<file path="config.mk">
export PLATFORM = sky130hd
export DESIGN_NAME = dht11_cmd_responder
export DESIGN_NICKNAME = d
export VERILOG_FILES = /design/src/rtl/dht11_cmd_responder.sv
export SDC_FILE = /design/constraint.sdc
export NUM_CORES = 1
export LEC_CHECK = 0
export BUFFER_PORTS_ARGS = -buffer_cell sky130_fd_sc_hd__buf_2
export CAP_MARGIN = 0
export CORE_ASPECT_RATIO = 0.75
export CORE_MARGIN = 2
export CORE_UTILIZATION = 40
export CTS_BUF_LIST = sky130_fd_sc_hd__clkbuf_16
export DETAILED_ROUTE_END_ITERATION = 8
export GPL_TIMING_DRIVEN = 0
export PLACE_DENSITY = 0.6
export SETUP_SLACK_MARGIN = 0.2
export SYNTH_ARGS = -nofsm -noshare
export SYNTH_HDL_FRONTEND = slang
export SYNTH_SLANG_ARGS = --single-unit
export TNS_END_PERCENT = 20
</file>
<file path="constraint.sdc">
create_clock -name clock -period 2.24 [get_ports clock]
set_clock_uncertainty 0.05 [all_clocks]
set_input_delay 0.112 -clock clock [delete_from_list [all_inputs] [get_ports clock]]
set_output_delay 0.112 -clock clock [all_outputs]
set_load 0.01 [all_outputs]
</file>
<file path="src/rtl/dht11_cmd_responder.sv">
// DHT11 command responder: keeps the latest sensor frame, answers UART request codes with 2-byte replies.
// Optional periodic reporting is compiled in with `define CONTINUOUS_MODE_EN.
module dht11_cmd_responder #(
  parameter int STALE_CYC       = 150_000_000,
  parameter int CONT_PERIOD_CYC = 100_000_000
) (
  input  logic        clock,
  input  logic        reset,
  input  logic [31:0] sensor_data,
  input  logic        sensor_valid,
  input  logic        cmd_valid,
  input  logic [7:0]  cmd_code,
  input  logic        tx_done,
  output logic        tx_start,
  output logic [7:0]  tx_byte,
  output logic        busy,
  output logic        cmd_dropped,
  output logic        cont_active
);
  localparam int SW = $clog2(STALE_CYC + 1);

  typedef enum logic [2:0] {IDLE, DECODE, SEND0, WAIT0, SEND1, WAIT1} state_t;

  state_t        state, state_nx;
  logic [31:0]   frame;
  logic [SW-1:0] stale_cnt;
  logic          sensor_ok;
  logic [7:0]    code_q, b1_q, dec_b0, dec_b1;
  logic          tick_go;

  // sensor_ok falls on the same edge the counter reaches STALE_CYC
  always_ff @(posedge clock or negedge reset) begin
    if (!reset) begin
      frame     <= '0;
      stale_cnt <= '0;
      sensor_ok <= 1'b0;
    end else if (sensor_valid) begin
      frame     <= sensor_data;
      stale_cnt <= '0;
      sensor_ok <= 1'b1;
    end else if (stale_cnt >= SW'(STALE_CYC - 1)) begin
      stale_cnt <= SW'(STALE_CYC);
      sensor_ok <= 1'b0;
    end else begin
      stale_cnt <= stale_cnt + 1'b1;
    end
  end

`ifdef CONTINUOUS_MODE_EN
  localparam int CW = $clog2(CONT_PERIOD_CYC);
  logic [CW-1:0] cont_cnt;
  logic          cont_q, cont_sel, pending, tick_q, tick;

  assign tick        = cont_q && (cont_cnt == CW'(CONT_PERIOD_CYC - 1));
  assign tick_go     = pending && !cmd_valid;
  assign cont_active = cont_q;

  // a tick seen while busy (or colliding with a command) waits in pending
  always_ff @(posedge clock or negedge reset) begin
    if (!reset) begin
      cont_cnt <= '0;
      cont_q   <= 1'b0;
      cont_sel <= 1'b0;
      pending  <= 1'b0;
      tick_q   <= 1'b0;
    end else begin
      if (cont_q) cont_cnt <= tick ? '0 : cont_cnt + 1'b1;
      if (state == IDLE) begin
        tick_q <= tick_go;
        if (tick_go) pending <= 1'b0;
      end
      if (tick) pending <= 1'b1;
      if (state == DECODE) begin
        if (tick_q) begin
          if (!sensor_ok) begin
            cont_q  <= 1'b0;
            pending <= 1'b0;
          end
        end else if ((code_q == 8'h03 || code_q == 8'h04) && sensor_ok) begin
          cont_q   <= 1'b1;
          cont_sel <= code_q[2];
          cont_cnt <= '0;
          pending  <= 1'b0;
        end else if (code_q == 8'h05) begin
          cont_q   <= 1'b0;
          cont_cnt <= '0;
          pending  <= 1'b0;
        end
      end
    end
  end
`else
  assign tick_go     = 1'b0;
  assign cont_active = 1'b0;
`endif

  always_comb begin
    dec_b0 = 8'hEF;
    dec_b1 = code_q;
`ifdef CONTINUOUS_MODE_EN
    if (tick_q) begin
      if (!sensor_ok)    {dec_b0, dec_b1} = 16'h1F00;
      else if (cont_sel) {dec_b0, dec_b1} = {8'h0E, frame[31:24]};
      else               {dec_b0, dec_b1} = {8'h0D, frame[15:8]};
    end else
`endif
    case (code_q)
      8'h00: {dec_b0, dec_b1} = sensor_ok ? 16'h0700 : 16'h1F00;
      8'h01: {dec_b0, dec_b1} = sensor_ok ? {8'h09, frame[15:8]}  : 16'h1F00;
      8'h02: {dec_b0, dec_b1} = sensor_ok ? {8'h08, frame[31:24]} : 16'h1F00;
`ifdef CONTINUOUS_MODE_EN
      8'h03: {dec_b0, dec_b1} = sensor_ok ? {8'h0D, frame[15:8]}  : 16'h1F00;
      8'h04: {dec_b0, dec_b1} = sensor_ok ? {8'h0E, frame[31:24]} : 16'h1F00;
      8'h05: {dec_b0, dec_b1} = 16'h0A00;
`endif
      default: ;
    endcase
  end

  always_ff @(posedge clock or negedge reset) begin
    if (!reset) state <= IDLE;
    else        state <= state_nx;
  end

  always_comb begin
    state_nx = state;
    case (state)
      IDLE:    if (cmd_valid || tick_go) state_nx = DECODE;
      DECODE:  state_nx = SEND0;
      SEND0:   state_nx = WAIT0;
      WAIT0:   if (tx_done) state_nx = SEND1;
      SEND1:   state_nx = WAIT1;
      WAIT1:   if (tx_done) state_nx = IDLE;
      default: state_nx = IDLE;
    endcase
  end

  always_comb begin
    tx_start    = (state == SEND0) || (state == SEND1);
    busy        = (state != IDLE);
    cmd_dropped = cmd_valid && (state != IDLE);
  end

  // response is snapshotted in DECODE so a frame update cannot tear it
  always_ff @(posedge clock or negedge reset) begin
    if (!reset) begin
      code_q  <= '0;
      b1_q    <= '0;
      tx_byte <= '0;
    end else begin
      if (state == IDLE && cmd_valid) code_q <= cmd_code;
      if (state == DECODE) begin
        tx_byte <= dec_b0;
        b1_q    <= dec_b1;
      end
      if (state == WAIT0 && tx_done) tx_byte <= b1_q;
    end
  end
endmodule

</file>
==> out/qor.csv, run 1 <==
metric,value,unit
ys_seq_area_share,50.14,%
holdPathEnd,stale_cnt[19]$_DFF_PN0_,
tightest_slew,0.6086,ns
max_clock_freq,0.4602,GHz
vias,3082,
synth_top_area_share,50.14,%
rsz0062_at_grt,true,
max_stage_delay,0.56,ns
regArea,1803,µm²
synthTopCellsByCount,"dfrtp_1, nand2_1, mux2_2, nor2_1, clkbuf_1",
drive_above_1_share,27.69,%
grt_usage,18.78,%
viasPerCell,5.655,
r2r_setup_slack,0.07,ns
root_buffer,clkbuf_16,
switching_share,33.33,%
syn_nets,395,
powerDensity,931.4,nW/µm²
min_path_type,input pin to flip-flop,
clockBufferDepth,2,
clk_pin_slew,0.06,ns
rr_worst_depth,4,
final.period_utilization,97.02,%
diodes,0,
numCtsBuffers,9,
fin_cells,545,
crit_type,flip-flop to flip-flop,
grt_pass1_wl,14280,µm
total_power,0.004330,W
grt_start_max_net_pins,43,
synth-main-ff-cell,dfrtp_1,
placedCellCount,497,
report.final.slew_viol_count,0,
place.gp.congestion,0.8733,
syn2layout_area_growth,29.35,%
io-pin-count,57,
final_antenna_net_count,0,
hold_viol_final,0,
fill_cells,757,
ys_seq_elements,72,
slowest_stage,or4_4,
ir_drop,0.3842,mV
timing.slew.headroom,59.05,%
clock_sinks,72,
p_int,0.002887,W
htree_levels,3,
hold_slack,0.1588,ns
crit_chain,or4_4 -> or4_4 -> or3_4 -> a31o_1,
seqPwrFrac,41.2,%
fp.dieArea,9766,µm²
nets,478,
worst-path-buf-inv,0,
syn_area_per_cell,10.30,µm²
io_buffers,39,
ys_types,57,
antenna_found_initial,0,
p_leak,1.956,nW
critical_path_required,2.41,ns
worstReg2RegEnd,sensor_ok$_DFFE_PN0P_,
synthArstFlopShare,100.0,%
crit_top_cell,or4_4,
p_switching,0.001443,W
drv_cap,0,
hpwl,6001,µm
grt_pass1_vias,2873,
crit_arrival,2.34,ns
cp_top_family,simple AND/OR/NAND/NOR gates,
yosys_warnings,0,
core,8600,µm²
post-route-min-period,2.173,ns
routedWlPerCell,15.96,µm
netlist_area,3593,µm²
cp_max_fo,5,
die_w,113.4,µm
synth.largest_area_cell,dfrtp_1,
wl,8699,µm
status,"complete, no violations",
insertion_delay,0.33,ns
synth.area.top_cells,"dfrtp_1, mux2_2, nand2_1, nand4_1, nor2_1",
cts_tree,done,
initial_core_util,41.79,%
synth_edf_count,0,
die_height,86.09,µm
clock_power_share,29.9,%
drcViolationCount,0,
synthMostInstantiatedCell,dfrtp_1,
pwr-share-comb,28.9,%
grt_overflow,0,
timing.rr.start,stale_cnt[18]$_DFF_PN0_,
drt_iter0_markers,237,
worst_setup_path_end_kind,flip-flop,
synthCells,349,
setup_violations,0,
multiInputGateArea,1742,µm²
rows,29,
hold_depth,4,
start_kind,flip-flop,
hp-start,sensor_valid,
tns,0,ns
dr.pass1.iters,4,
-- placed cells by master (no fill, tap or decap), types with 5 or more instances in the layout --
cell type	count
xor2_1	5
mux2_2	24
dlygate4sd3_1	26
o22ai_1	5
nor3_1	6
o21ai_0	11
clkbuf_1	15
xnor2_1	7
nand3_1	14
a31oi_1	9
nand2_1	28
nand4_1	13
nor2_1	20
a21oi_1	6
dfrtp_1	71
a22oi_1	8
nor3_2	5
inv_1	7
buf_4	8
buf_2	38
or3_1	5
clkbuf_16	10
a211oi_1	7
nor4_1	6
-- worst min-delay path, delay by kind of cell --
| kind | cells | cell delay, ns |
|---|---|---|
| buffers and inverters | 2 | 0.24 |
| AOI/OAI and AO/OA | 2 | 0.15 |
-- kinds of logic after synthesis --
logic type,Yosys count,synth area share [%]
and+or+nand+nor,135,21.31
AOI/OAI and AO/OA,73,14.14
DFF,72,50.14
buffers and inverters,31,3.517
muxes,24,7.521
xor gates and xnor gates,12,2.925
adders and majority gates,1,0.3481
other,1,0.1044
-- cell type report --
class	instances	share of cell area [%]
Clock buffer	9	4.845
Timing Repair Buffer	72	11.25
Buffer	24	3.176
Inverter	7	0.5653
Tap cell	108	2.907
Sequential cell	72	38.79
Clock inverter	7	0.9960
Multi-Input combinational cell	246	37.47
-- layer usage --
layer,share of wire (%),GRT usage (%),routed length [µm],vias up
li1,-,-,-,1470
met1,51,28.65,4453,1518
met2,43,27.00,3751,87
met3,4.8,3.887,416,7
met4,0.89,5.322,77,0
met5,0,0,0,-
-- power by group through the flow --
stage | clock (W) | sequential (W) | combinational [W]
2_1_floorplan | 0 | 0.00177 | 0.000808
4_1_cts | 0.00133 | 0.00177 | 0.00124
3_5_place_dp | 0 | 0.00179 | 0.00119
3_3_place_gp | 0 | 0.00179 | 0.00117
6_report | 0.00130 | 0.00178 | 0.00125
5_1_grt | 0.00139 | 0.00181 | 0.00138
-- flip-flops by register name (all words and copies together) (netlist names) --
name and flops:
tx_byte 8, frame 16, sensor_ok 1, state 3
b1_q 8, code_q 8, stale_cnt 28
-- how the worst max path moves through the flow --
stage / cells after the start / slack [ns] / end / from
2_1_floorplan: 4 / 0.12 / sensor_ok$_DFFE_PN0P_ / stale_cnt[19]$_DFF_PN0_
3_3_place_gp: 7 / -0.06 / stale_cnt[11]$_DFF_PN0_ / stale_cnt[0]$_DFF_PN0_
3_5_place_dp: 6 / -0.08 / stale_cnt[9]$_DFF_PN0_ / stale_cnt[19]$_DFF_PN0_
4_1_cts: 5 / 0.07 / stale_cnt[19]$_DFF_PN0_ / stale_cnt[8]$_DFF_PN0_
5_1_grt: 5 / 0.03 / stale_cnt[19]$_DFF_PN0_ / stale_cnt[8]$_DFF_PN0_
6_report: 4 / 0.07 / sensor_ok$_DFFE_PN0P_ / stale_cnt[18]$_DFF_PN0_
-- through the flow --
stage	worst slack (ns)	cell area [µm²]	utilization, %
2_1_floorplan	0.1192	3602	-
3_3_place_gp	-0.06008	3933	45.73
3_5_place_dp	-0.07694	3955	45.99
4_1_cts	0.06635	4596	53.44
5_1_grt	0.03046	4648	54.05
6_report	0.06684	4648	54.05
-- what timing repair did --
item                                    in CTS  in global routing
gates resized for setup                     20                 11
endpoints found under the hold margin       56                  0
pin swaps                                    5                  1
endpoints found under the setup margin      37                 47
hold buffers                                26                  0
setup buffers                                4                  2
Power figures use the tool's default switching activity.
==> run 2, diff against run 1 <==
- CAP_MARGIN: 0 -> 20
- CORE_UTILIZATION: 40 -> 51
- CTS_BUF_LIST: sky130_fd_sc_hd__clkbuf_16 -> unset
- PLACE_DENSITY: 0.6 -> 0.74
==> run 2 against run 1 <==
Against the previous run:
- final cell count down 3.1%
- setup slack better by 0.028 ns
- sequential power about the same
- count of clock-buffer cells in the layout did not move
- combinational power barely moved
- sequential share of layout area grew 0.56 points
- hold slack lost 0.0018 ns
- critical path type unchanged
- largest cell class unchanged
- highest routed layer unchanged
==> out/qor.csv, run 2 (synthesis results as in run 1) <==
metric,value,unit
start_kind,flip-flop,
crit_arrival,2.36,ns
nets,485,
top_regs,"stale_cnt: 28 flops, frame: 16 flops",
dr.pass1.iters,6,
setup_violations,0,
post-route-min-period,2.145,ns
critical_path_required,2.45,ns
ir_drop,0.3960,mV
grt_pass1_wl,14390,µm
grt_usage,23.97,%
max_stage_delay,0.49,ns
root_buffer,clkbuf_8,
vias,3190,
r2r_setup_slack,0.09,ns
timing.slew.headroom,39.49,%
crit_end,stale_cnt[5]$_DFF_PN0_,
timing.rr.start,stale_cnt[17]$_DFF_PN0_,
cp.depth,6,
final_cell_mix,"dfrtp_1, buf_2, nand2_1",
drv_cap,0,
insertion_delay,0.35,ns
place.gp.congestion,0.8892,
final_common_cell,dfrtp_1,
rr_worst_depth,6,
grt_pass1_vias,2881,
hpwl,5644,µm
diodes,0,
slowest_stage,or4_4,
initial_core_util,52.60,%
status,"complete, no violations",
met3_usage,4.831,%
worstReg2RegEnd,stale_cnt[5]$_DFF_PN0_,
fill_cells,528,
clock_sinks,72,
regMostFlops,stale_cnt,
routedWlPerCell,17.13,µm
grt_overflow,0,
clk_pin_slew,0.08,ns
p_leak,1.944,nW
tns,0,ns
final_antenna_net_count,0,
fp.dieArea,7740,µm²
final.period_utilization,95.76,%
hold_slack,0.1570,ns
numCtsBuffers,9,
setup_slack,0.09494,ns
cp_max_fo,10,
use_met1,36.62,%
drcViolationCount,0,
clockBufferDepth,2,
io_buffers,39,
drt_iter0_markers,230,
startpoint,stale_cnt[17]$_DFF_PN0_,
report.final.slew_viol_count,0,
use_met2,34.07,%
max_clock_freq,0.4662,GHz
dpl_worst_slack,-0.09619,ns
worst_setup_path_end_kind,flip-flop,
rsz0062_at_grt,true,
cts_tree,done,
io-pin-count,57,
htree_levels,3,
min_path_type,input pin to flip-flop,
cp_top_family,simple AND/OR/NAND/NOR gates,
viasPerCell,6.042,
core,6832,µm²
multiInputGateArea,1747,µm²
tightest_slew,0.9076,ns
die_height,76.70,µm
worst-path-buf-inv,2,
crit_chain,or4_4 -> o211a_1 -> a211o_1 -> buf_2 -> clkbuf_8 -> nor3_1,
drive_above_1_share,30.18,%
largest_reg_flops,28,
die_w,100.9,µm
regArea,1809,µm²
top_usage_layer,met1,
wl,9046,µm
stdcell_area,4598,µm²
powerDensity,910.7,nW/µm²
grt_start_max_net_pins,73,
crit_type,flip-flop to flip-flop,
rows,26,
syn2layout_area_growth,27.96,%
placed_area,3905,µm²
antenna_found_initial,0,
hold_viol_final,0,
run 2: how the worst min path moves through the flow:
stage / start / end / slack [ns] / depth (start not counted)
after detailed placement: reset / stale_cnt[17]$_DFF_PN0_ / 0.25 / 1
after global routing: cmd_valid / state[0]$_DFFE_PN0P_ / 0.18 / 3
final: cmd_valid / state[0]$_DFFE_PN0P_ / 0.16 / 3
after floorplan: reset / b1_q[0]$_DFFE_PN0P_ / -0.23 / 0
after global placement: sensor_data[30] / frame[30]$_DFFE_PN0P_ / 0.30 / 2
after CTS: cmd_valid / state[0]$_DFFE_PN0P_ / 0.16 / 3
run 2: final cells by class:
type | count | share of cell area [%]
repair buffers | 79 | 12.24
inverters | 7 | 0.5714
clock buffers | 9 | 2.694
plain buffers | 24 | 2.830
multi-input cells | 246 | 37.99
well taps | 84 | 2.286
flip-flops and latches | 72 | 39.35
clock inverters | 7 | 2.041
run 2: routing by layer:
layer  part of all wire, %  up-vias
li1                      -     1495
met1                    48     1554
met2                    45      127
met3                   5.9       14
met4                   1.5        0
met5                     0        -
run 2: power breakdown:
group | total [W] | internal (W) | switching [W]
Clock | 0.00114 | 0.000626 | 0.000513
Sequential | 0.00178 | 0.00159 | 0.000190
Combinational | 0.00127 | 0.000543 | 0.000728
Total | 0.00419 | 0.00276 | 0.00143
run 2: tightest hold or removal path, stage by stage:
cell and delay [ns]:
buf_2 0.10, a211oi_1 0.07, a221oi_1 0.21
run 2: what timing repair did:
| item | CTS | global route |
|---|---|---|
| pin swaps | 1 | 5 |
| setup buffers | 3 | 11 |
| hold endpoints to repair | 98 | 0 |
| setup endpoints to repair | 46 | 50 |
| resized for setup | 7 | 30 |
| hold buffers | 26 | 0 |
run 2: through the flow:
stage                     util (%)  power [W]  std cells
after floorplan                  -   0.002580        349
after global placement       57.12   0.002928        472
after detailed placement     57.16   0.002975        472
after CTS                    64.85   0.004163        517
after global routing         67.31   0.004433        528
final                        67.31   0.004188        528
